$ cat src/rtl/stream_arbiter_rr.sv
// -----------------------------------------------------------------------------
// stream_arbiter_rr
//
// N-input packet arbiter in front of a shared downstream link. At a packet
// boundary the valid input with the highest QoS wins. Ties are broken
// round-robin, starting from the stream after the previous winner. The grant
// is then held until the beat carrying last is accepted, so packets are never
// interleaved. The output stream is fully registered and sustains one beat per
// cycle under back-to-back traffic.
//
// Ports
//   clk        clock
//   rst_n      asynchronous active-low reset
//   s_data_i   per-stream beat data   (unpacked [STREAM_COUNT-1:0])
//   s_qos_i    per-stream QoS; larger value means higher priority
//   s_last_i   per-stream last-beat-of-packet flag
//   s_valid_i  per-stream beat valid
//   s_ready_o  per-stream ready; one-hot or zero
//   m_data_o   registered output data
//   m_qos_o    registered QoS of the output beat
//   m_id_o     registered source stream index of the output beat
//   m_last_o   registered last flag of the output beat
//   m_valid_o  registered output valid
//   m_ready_i  downstream ready
// -----------------------------------------------------------------------------
module stream_arbiter_rr #(
    parameter int T_DATA_WIDTH = 8,
    parameter int T_QOS__WIDTH = 4,
    parameter int STREAM_COUNT = 4,
    parameter int T_ID___WIDTH = $clog2(STREAM_COUNT)
) (
    input  logic                    clk,
    input  logic                    rst_n,
    input  logic [T_DATA_WIDTH-1:0] s_data_i  [STREAM_COUNT-1:0],
    input  logic [T_QOS__WIDTH-1:0] s_qos_i   [STREAM_COUNT-1:0],
    input  logic [STREAM_COUNT-1:0] s_last_i,
    input  logic [STREAM_COUNT-1:0] s_valid_i,
    output logic [STREAM_COUNT-1:0] s_ready_o,
    output logic [T_DATA_WIDTH-1:0] m_data_o,
    output logic [T_QOS__WIDTH-1:0] m_qos_o,
    output logic [T_ID___WIDTH-1:0] m_id_o,
    output logic                    m_last_o,
    output logic                    m_valid_o,
    input  logic                    m_ready_i
);

    typedef enum logic [0:0] {
        ST_IDLE = 1'b0,
        ST_LOCK = 1'b1
    } state_t;

    // (base + ofs) mod STREAM_COUNT. ofs never exceeds STREAM_COUNT-1, so a
    // single conditional subtract is enough, and one extra bit holds the sum.
    function automatic logic [T_ID___WIDTH-1:0] wrap_add(
        input logic [T_ID___WIDTH-1:0] base,
        input int unsigned             ofs
    );
        logic [T_ID___WIDTH:0] sum;
        logic [T_ID___WIDTH:0] lim;
        logic [T_ID___WIDTH:0] res;
        sum = {1'b0, base} + (T_ID___WIDTH+1)'(ofs);
        lim = (T_ID___WIDTH+1)'(STREAM_COUNT);
        res = (sum >= lim) ? (sum - lim) : sum;
        return res[T_ID___WIDTH-1:0];
    endfunction

    state_t                    state_r;
    state_t                    state_nx_s;
    logic [T_ID___WIDTH-1:0]   gnt_id_r;
    logic [T_ID___WIDTH-1:0]   gnt_id_nx_s;
    logic [T_ID___WIDTH-1:0]   rr_ptr_r;
    logic [T_ID___WIDTH-1:0]   rr_ptr_nx_s;

    logic [T_QOS__WIDTH-1:0]   max_q_s;
    logic                      any_valid_s;
    logic [STREAM_COUNT-1:0]   cand_s;
    logic [T_ID___WIDTH-1:0]   winner_s;

    logic [T_ID___WIDTH-1:0]   src_s;
    logic                      grant_en_s;
    logic                      slot_free_s;
    logic                      accept_s;
    logic                      src_last_s;
    logic [STREAM_COUNT-1:0]   ready_vec_s;

    logic [T_DATA_WIDTH-1:0]   m_data_r;
    logic [T_QOS__WIDTH-1:0]   m_qos_r;
    logic [T_ID___WIDTH-1:0]   m_id_r;
    logic                      m_last_r;
    logic                      m_valid_r;

    // Highest QoS among the valid streams, and whether any stream is valid.
    always_comb begin
        max_q_s     = '0;
        any_valid_s = 1'b0;
        for (int i = 0; i < STREAM_COUNT; i++) begin
            any_valid_s = any_valid_s | s_valid_i[i];
            max_q_s     = (s_valid_i[i] && (s_qos_i[i] > max_q_s)) ? s_qos_i[i] : max_q_s;
        end
    end

    // Candidate mask: valid streams sitting at the maximum QoS.
    always_comb begin
        cand_s = '0;
        for (int i = 0; i < STREAM_COUNT; i++) begin
            cand_s[i] = s_valid_i[i] && (s_qos_i[i] == max_q_s);
        end
    end

    // Round-robin scan from rr_ptr. The scan runs from the far end back
    // towards rr_ptr, so the last hit kept is the first candidate at or after
    // rr_ptr.
    always_comb begin
        winner_s = rr_ptr_r;
        for (int k = STREAM_COUNT - 1; k >= 0; k--) begin
            winner_s = cand_s[wrap_add(rr_ptr_r, unsigned'(k))] ? wrap_add(rr_ptr_r, unsigned'(k)) : winner_s;
        end
    end

    // Source selection and handshake. While locked, the granted stream owns the
    // slot even when its valid is low, so no other stream can slip in.
    always_comb begin
        src_s       = winner_s;
        grant_en_s  = 1'b0;
        ready_vec_s = '0;
        if (state_r == ST_LOCK) begin
            src_s      = gnt_id_r;
            grant_en_s = 1'b1;
        end else begin
            src_s      = winner_s;
            grant_en_s = any_valid_s;
        end
        slot_free_s        = !m_valid_r || m_ready_i;
        src_last_s         = s_last_i[src_s];
        accept_s           = slot_free_s && grant_en_s && s_valid_i[src_s];
        ready_vec_s[src_s] = slot_free_s && grant_en_s && rst_n;
    end

    assign s_ready_o = ready_vec_s;

    // Next-state logic for the packet lock, the grant id and the round-robin pointer.
    always_comb begin
        state_nx_s  = state_r;
        gnt_id_nx_s = gnt_id_r;
        rr_ptr_nx_s = rr_ptr_r;
        case (state_r)
            ST_IDLE: begin
                if (accept_s) begin
                    rr_ptr_nx_s = wrap_add(winner_s, 32'd1);
                    if (!src_last_s) begin
                        state_nx_s  = ST_LOCK;
                        gnt_id_nx_s = winner_s;
                    end else begin
                        state_nx_s  = ST_IDLE;
                    end
                end else begin
                    state_nx_s = ST_IDLE;
                end
            end
            ST_LOCK: begin
                if (accept_s && src_last_s) begin
                    state_nx_s = ST_IDLE;
                end else begin
                    state_nx_s = ST_LOCK;
                end
            end
            default: begin
                state_nx_s = ST_IDLE;
            end
        endcase
    end

    // Arbiter state registers.
    always_ff @(posedge clk or negedge rst_n) begin
        if (!rst_n) begin
            state_r  <= ST_IDLE;
            gnt_id_r <= '0;
            rr_ptr_r <= '0;
        end else begin
            state_r  <= state_nx_s;
            gnt_id_r <= gnt_id_nx_s;
            rr_ptr_r <= rr_ptr_nx_s;
        end
    end

    // Output slot: load on an accepted beat, drain when the downstream takes
    // the beat, otherwise hold so the beat stays stable under a stall.
    always_ff @(posedge clk or negedge rst_n) begin
        if (!rst_n) begin
            m_data_r  <= '0;
            m_qos_r   <= '0;
            m_id_r    <= '0;
            m_last_r  <= 1'b0;
            m_valid_r <= 1'b0;
        end else if (accept_s) begin
            m_data_r  <= s_data_i[src_s];
            m_qos_r   <= s_qos_i[src_s];
            m_id_r    <= src_s;
            m_last_r  <= src_last_s;
            m_valid_r <= 1'b1;
        end else if (m_ready_i) begin
            m_valid_r <= 1'b0;
        end else begin
            m_valid_r <= m_valid_r;
        end
    end

    assign m_data_o  = m_data_r;
    assign m_qos_o   = m_qos_r;
    assign m_id_o    = m_id_r;
    assign m_last_o  = m_last_r;
    assign m_valid_o = m_valid_r;

endmodule

$ cat config.mk
export PLATFORM = sky130hd
export DESIGN_NAME = stream_arbiter_rr
export DESIGN_NICKNAME = d
export VERILOG_FILES = /design/src/rtl/stream_arbiter_rr.sv
export SDC_FILE = /design/constraint.sdc
export NUM_CORES = 1
export LEC_CHECK = 0
export BUFFER_PORTS_ARGS = -buffer_cell sky130_fd_sc_hd__buf_4
export CORE_MARGIN = 2
export CORE_UTILIZATION = 47
export CTS_CLUSTER_SIZE = 12
export DETAILED_ROUTE_END_ITERATION = 6
export MAX_ROUTING_LAYER = met4
export PLACE_DENSITY = 0.75
export SYNTH_ARGS = -nofsm -noshare
export SYNTH_HDL_FRONTEND = slang
export SYNTH_SLANG_ARGS = --single-unit
export TNS_END_PERCENT = 1
$ cat constraint.sdc
create_clock -name clk -period 8.4 [get_ports clk]
set_input_delay 1.26 -clock clk [delete_from_list [all_inputs] [get_ports clk]]
set_output_delay 1.26 -clock clk [all_outputs]
set_load 0.02 [all_outputs]
==> out/results.txt <==
The flow ran to the end, and the final reports show no timing, DRC or antenna violations. The register clock-pin slew on the reported worst setup and hold paths works out to 70 ps. Headroom to the max-slew limit came out at 32.6%. For this run, the leading register cell type out of synthesis is sky130_fd_sc_hd__dfrtp_1. The worst path in the final design needs a cycle of 8240 ps, including I/O delays and setup. In the layout the commonest cells are 101 x sky130_fd_sc_hd__buf_4, 32 x sky130_fd_sc_hd__o21ai_0, 29 x sky130_fd_sc_hd__nand2_1.

The count of nets left with antenna violations once routing finished came out at 0. In this run the worst hold path is classified as flip-flop to flip-flop. The tools report the startpoint of the worst-slack reg-to-reg timing path as rr_ptr_r[1]. The H-tree depth reported by CTS was 1.

After detailed routing, the average wire length per cell comes to 16.1 um. Using the TritonRoute via totals, the vias-per-cell ratio works out to 5.87. The areal power density over the cells came out at 312 mW/mm2. The routability congestion estimate from global placement came out at 0.927. The library cell used most frequently in the layout, excluding fill and tap cells, is sky130_fd_sc_hd__buf_4. The category of the critical setup timing path was input pin to output pin.

The tools report the beginning of the critical path as s_valid_i[0]. The tools report the number of iterations in the first detailed-routing pass as 4. For the core footprint, the log shows 0.00514 mm2. For the final database, setup skew stands at 5.39 ps.

Entering global routing, the biggest net connects 30 pins. For the cell area after placement, the log shows 0.00317 mm2. Port buffering added 78 buffers. The sum of overflow across all layers after global routing was 0; the total wire length was 7560 um.

From bottom edge to top edge, the die measures 77.2 um. STA classifies the critical path startpoint as an input pin. Across all setup checks in the final design, the least slack found is 164 ps.

Timing analysis after detailed placement gives a worst setup slack of 30.8 ps. For the total leakage power, the log shows 0.00155 uW. Across the run, the number of max-cap violations was 0. Derived from the worst setup path, the maximum achievable clock frequency is 121 MHz. The netlist area before placement was 0.00252 mm2. The clock reaches the later pin of the worst-skew pair after 260 ps. The final layout contains 472 nets. The tools report the number of failing setup endpoints in the final timing report as 0. The top-level I/O count is 79. The share of async-settable or async-resettable flops after synthesis is 100%.

The initialized floorplan defines 26 standard-cell rows. TritonCTS built the clock tree. For this configuration, the core starts out at a cell density of 49.0%. Number of warning messages in the yosys log: 0.

The floorplan step set the die width to 77.2 um. The floorplan step defined a die boundary enclosing 0.00595 mm2. The run gives 12000 um as the wire length of the first global-routing pass. The synthesized design contains 21 register bits.

In this run the deepest clock path goes through 2 buffers. After filler insertion, the fill cell instance count of the layout stands at 411. sky130_fd_sc_hd__dfrtp_1 takes more of the synthesized area than any other cell.

The detailed placer's ending HPWL is 5770 um, and the area overhead of the layout relative to synthesis is 40.4%. The repair_antennas step left the layout with diodes totalling 0. The largest fanout of any net on the critical path came out at 10. The run gives 0 as the final-report hold violation count. The worst-case IR drop observed on VDD is 0.188 mV. For this run, design rule violations remaining after detail routing come to 0.

At the worst endpoint, the arrival time is 6980 ps. Initial antenna violation count: 0. In this run the most critical hold path is launched from m_id_o[0]. The fraction of post-synthesis cell area in the top cell type by area came out at 20.9%. The first routing iteration left 94 violations.

For the number of instances in the synthesized netlist, the log shows 309. For the pin with the worst max-slew slack, the measured transition is 1000 ps. The tree is rooted in a sky130_fd_sc_hd__clkbuf_8. After synthesis, the mean cell area works out to 8.14 um2.

The CTS sink count is 21. The number of distinct library cells after synthesis came out at 59. Summing the sequential cell areas from Yosys gives 20.9% of the chip area. For the required arrival time at the worst endpoint, the log shows 7140 ps. By area the synthesized netlist is led by sky130_fd_sc_hd__dfrtp_1 21%, sky130_fd_sc_hd__mux2i_1 7.2%, sky130_fd_sc_hd__o21ai_0 6.6%. Summing over every cut layer, the via total after detailed routing is 2760. Counting flops with a built-in enable in the synthesized netlist gives 0. Category of the worst setup path capture point: an output pin. The portion of the clock cycle consumed by the worst path in the final layout is 98.1%. The core utilization of the finished layout came out at 68.7%.

In this run, post-CTS hold repair placed 0 buffers. The total clock buffers created by CTS came out at 3. Of the cells placed in the final design, the portion with a size suffix greater than 1 is 39.5%. For the finished layout cell area, the log shows 0.00353 mm2. The run gives 0 as the max-slew violation total from the final report. The number of nets in the synthesized netlist is 380. The run gives 2560 as the via count of the first global-routing pass. Global routing used 25.0% of the available tracks.
==> report_power, final <==
group          total (uW)  leakage (uW)  switching, uW  internal, uW
sequential            196      0.000251           39.8           156
combinational         841       0.00127            459           383
clock                64.1     0.0000255           31.2          33.0
==> area by class of cell <==
class / count / area (um2) / area share [%]
Clock buffer: 3 / 41.3 / 1.17
Timing Repair Buffer: 103 / 781 / 22.1
Tap cell: 70 / 87.6 / 2.48
Clock inverter: 1 / 5.00 / 0.142
Multi-Input combinational cell: 261 / 2050 / 58.1
Inverter: 11 / 41.3 / 1.17
Sequential cell: 21 / 526 / 14.9
==> stage by stage <==
stage / cells / hold WS [ps] / TNS [ps] / total power, uW
floorplan: 309 / 513 / 0 / 749
global placement: 448 / 465 / 0 / 941
detailed placement: 448 / 467 / 0 / 953
CTS: 452 / 484 / 0 / 1020
global route: 470 / 517 / -199 / 1200
finish: 470 / 483 / 0 / 1100
==> metal layers <==
| layer | vias up | part of all wire, % | global-route usage, % |
|---|---|---|---|
| met1 | 1300 | 44 | 31.7 |
| met2 | 92 | 49 | 41.4 |
| met4 | 0 | 2.1 | 7.14 |
| met3 | 19 | 5.1 | 3.53 |
| li1 | 1349 | - | - |
| met5 | - | 0 | - |
==> final timing paths <==
check,cells after the start,end,slack (ps)
worst max-delay path,27,s_ready_o[0],160
worst min-delay path,1,m_id_o[0],480
worst max register to register,11,m_data_o[5],5110
worst min register to register,1,m_id_o[0],480
max in group asynchronous,1,m_data_o[5],7280
min in group asynchronous,1,m_last_o,890
==> cells in the mapped netlist (all sizes together) (3+ instances only) <==
cell / n
nand3: 5
ha: 12
buf: 7
and2: 6
nand2: 30
nor2: 16
nor4: 4
o211ai: 6
a21oi: 14
a21o: 7
o21ai: 47
o21a: 6
o31ai: 5
mux2: 13
xnor2: 8
nor3: 7
clkbuf: 9
dfrtp: 21
inv: 11
a22o: 3
o22ai: 4
a211oi: 3
nand4: 4
xor2: 3
nor2b: 6
mux2i: 19
==> logic make-up after synthesis <==
kind of cell | share of synthesized area (%)
buf+inv | 4.72
compound gates | 31.5
simple gates | 19.2
fa+ha+maj | 5.97
mux | 13.9
flops | 20.9
xor+xnor | 3.83
==> registers in the layout, summed over array words and instances (netlist names), named ones only <==
name,flops
gnt_id_r,2
m_data_o,8
m_id_o,2
m_last_o,1
m_qos_o,4
m_valid_o,1
rr_ptr_r,2
==> repair_timing <==
item	in CTS	in global routing
setup buffers	0	17
resized for setup	0	37
endpoints found under the setup margin	0	21
==> critical path: stages <==
cell,delay (ps)
sky130_fd_sc_hd__buf_6,110
sky130_fd_sc_hd__and2_4,150
sky130_fd_sc_hd__inv_1,50
sky130_fd_sc_hd__ha_1,280
sky130_fd_sc_hd__nor2b_1,140
sky130_fd_sc_hd__o211ai_2,370
sky130_fd_sc_hd__a22o_1,280
sky130_fd_sc_hd__nor2_2,70
sky130_fd_sc_hd__ha_1,320
sky130_fd_sc_hd__nor2b_1,140
sky130_fd_sc_hd__o211a_1,280
sky130_fd_sc_hd__o211a_4,300
sky130_fd_sc_hd__o31ai_4,200
sky130_fd_sc_hd__ha_1,280
sky130_fd_sc_hd__nor2b_1,130
sky130_fd_sc_hd__o211ai_1,270
sky130_fd_sc_hd__a21oi_2,130
sky130_fd_sc_hd__buf_4,170
sky130_fd_sc_hd__a221o_1,350
sky130_fd_sc_hd__a2111oi_4,530
sky130_fd_sc_hd__nand2_2,220
sky130_fd_sc_hd__a21oi_2,170
sky130_fd_sc_hd__o21a_1,190
sky130_fd_sc_hd__o31a_1,190
sky130_fd_sc_hd__nand3_2,100
sky130_fd_sc_hd__nor2b_1,130
sky130_fd_sc_hd__buf_4,150
(Power assumes the default switching activity.)
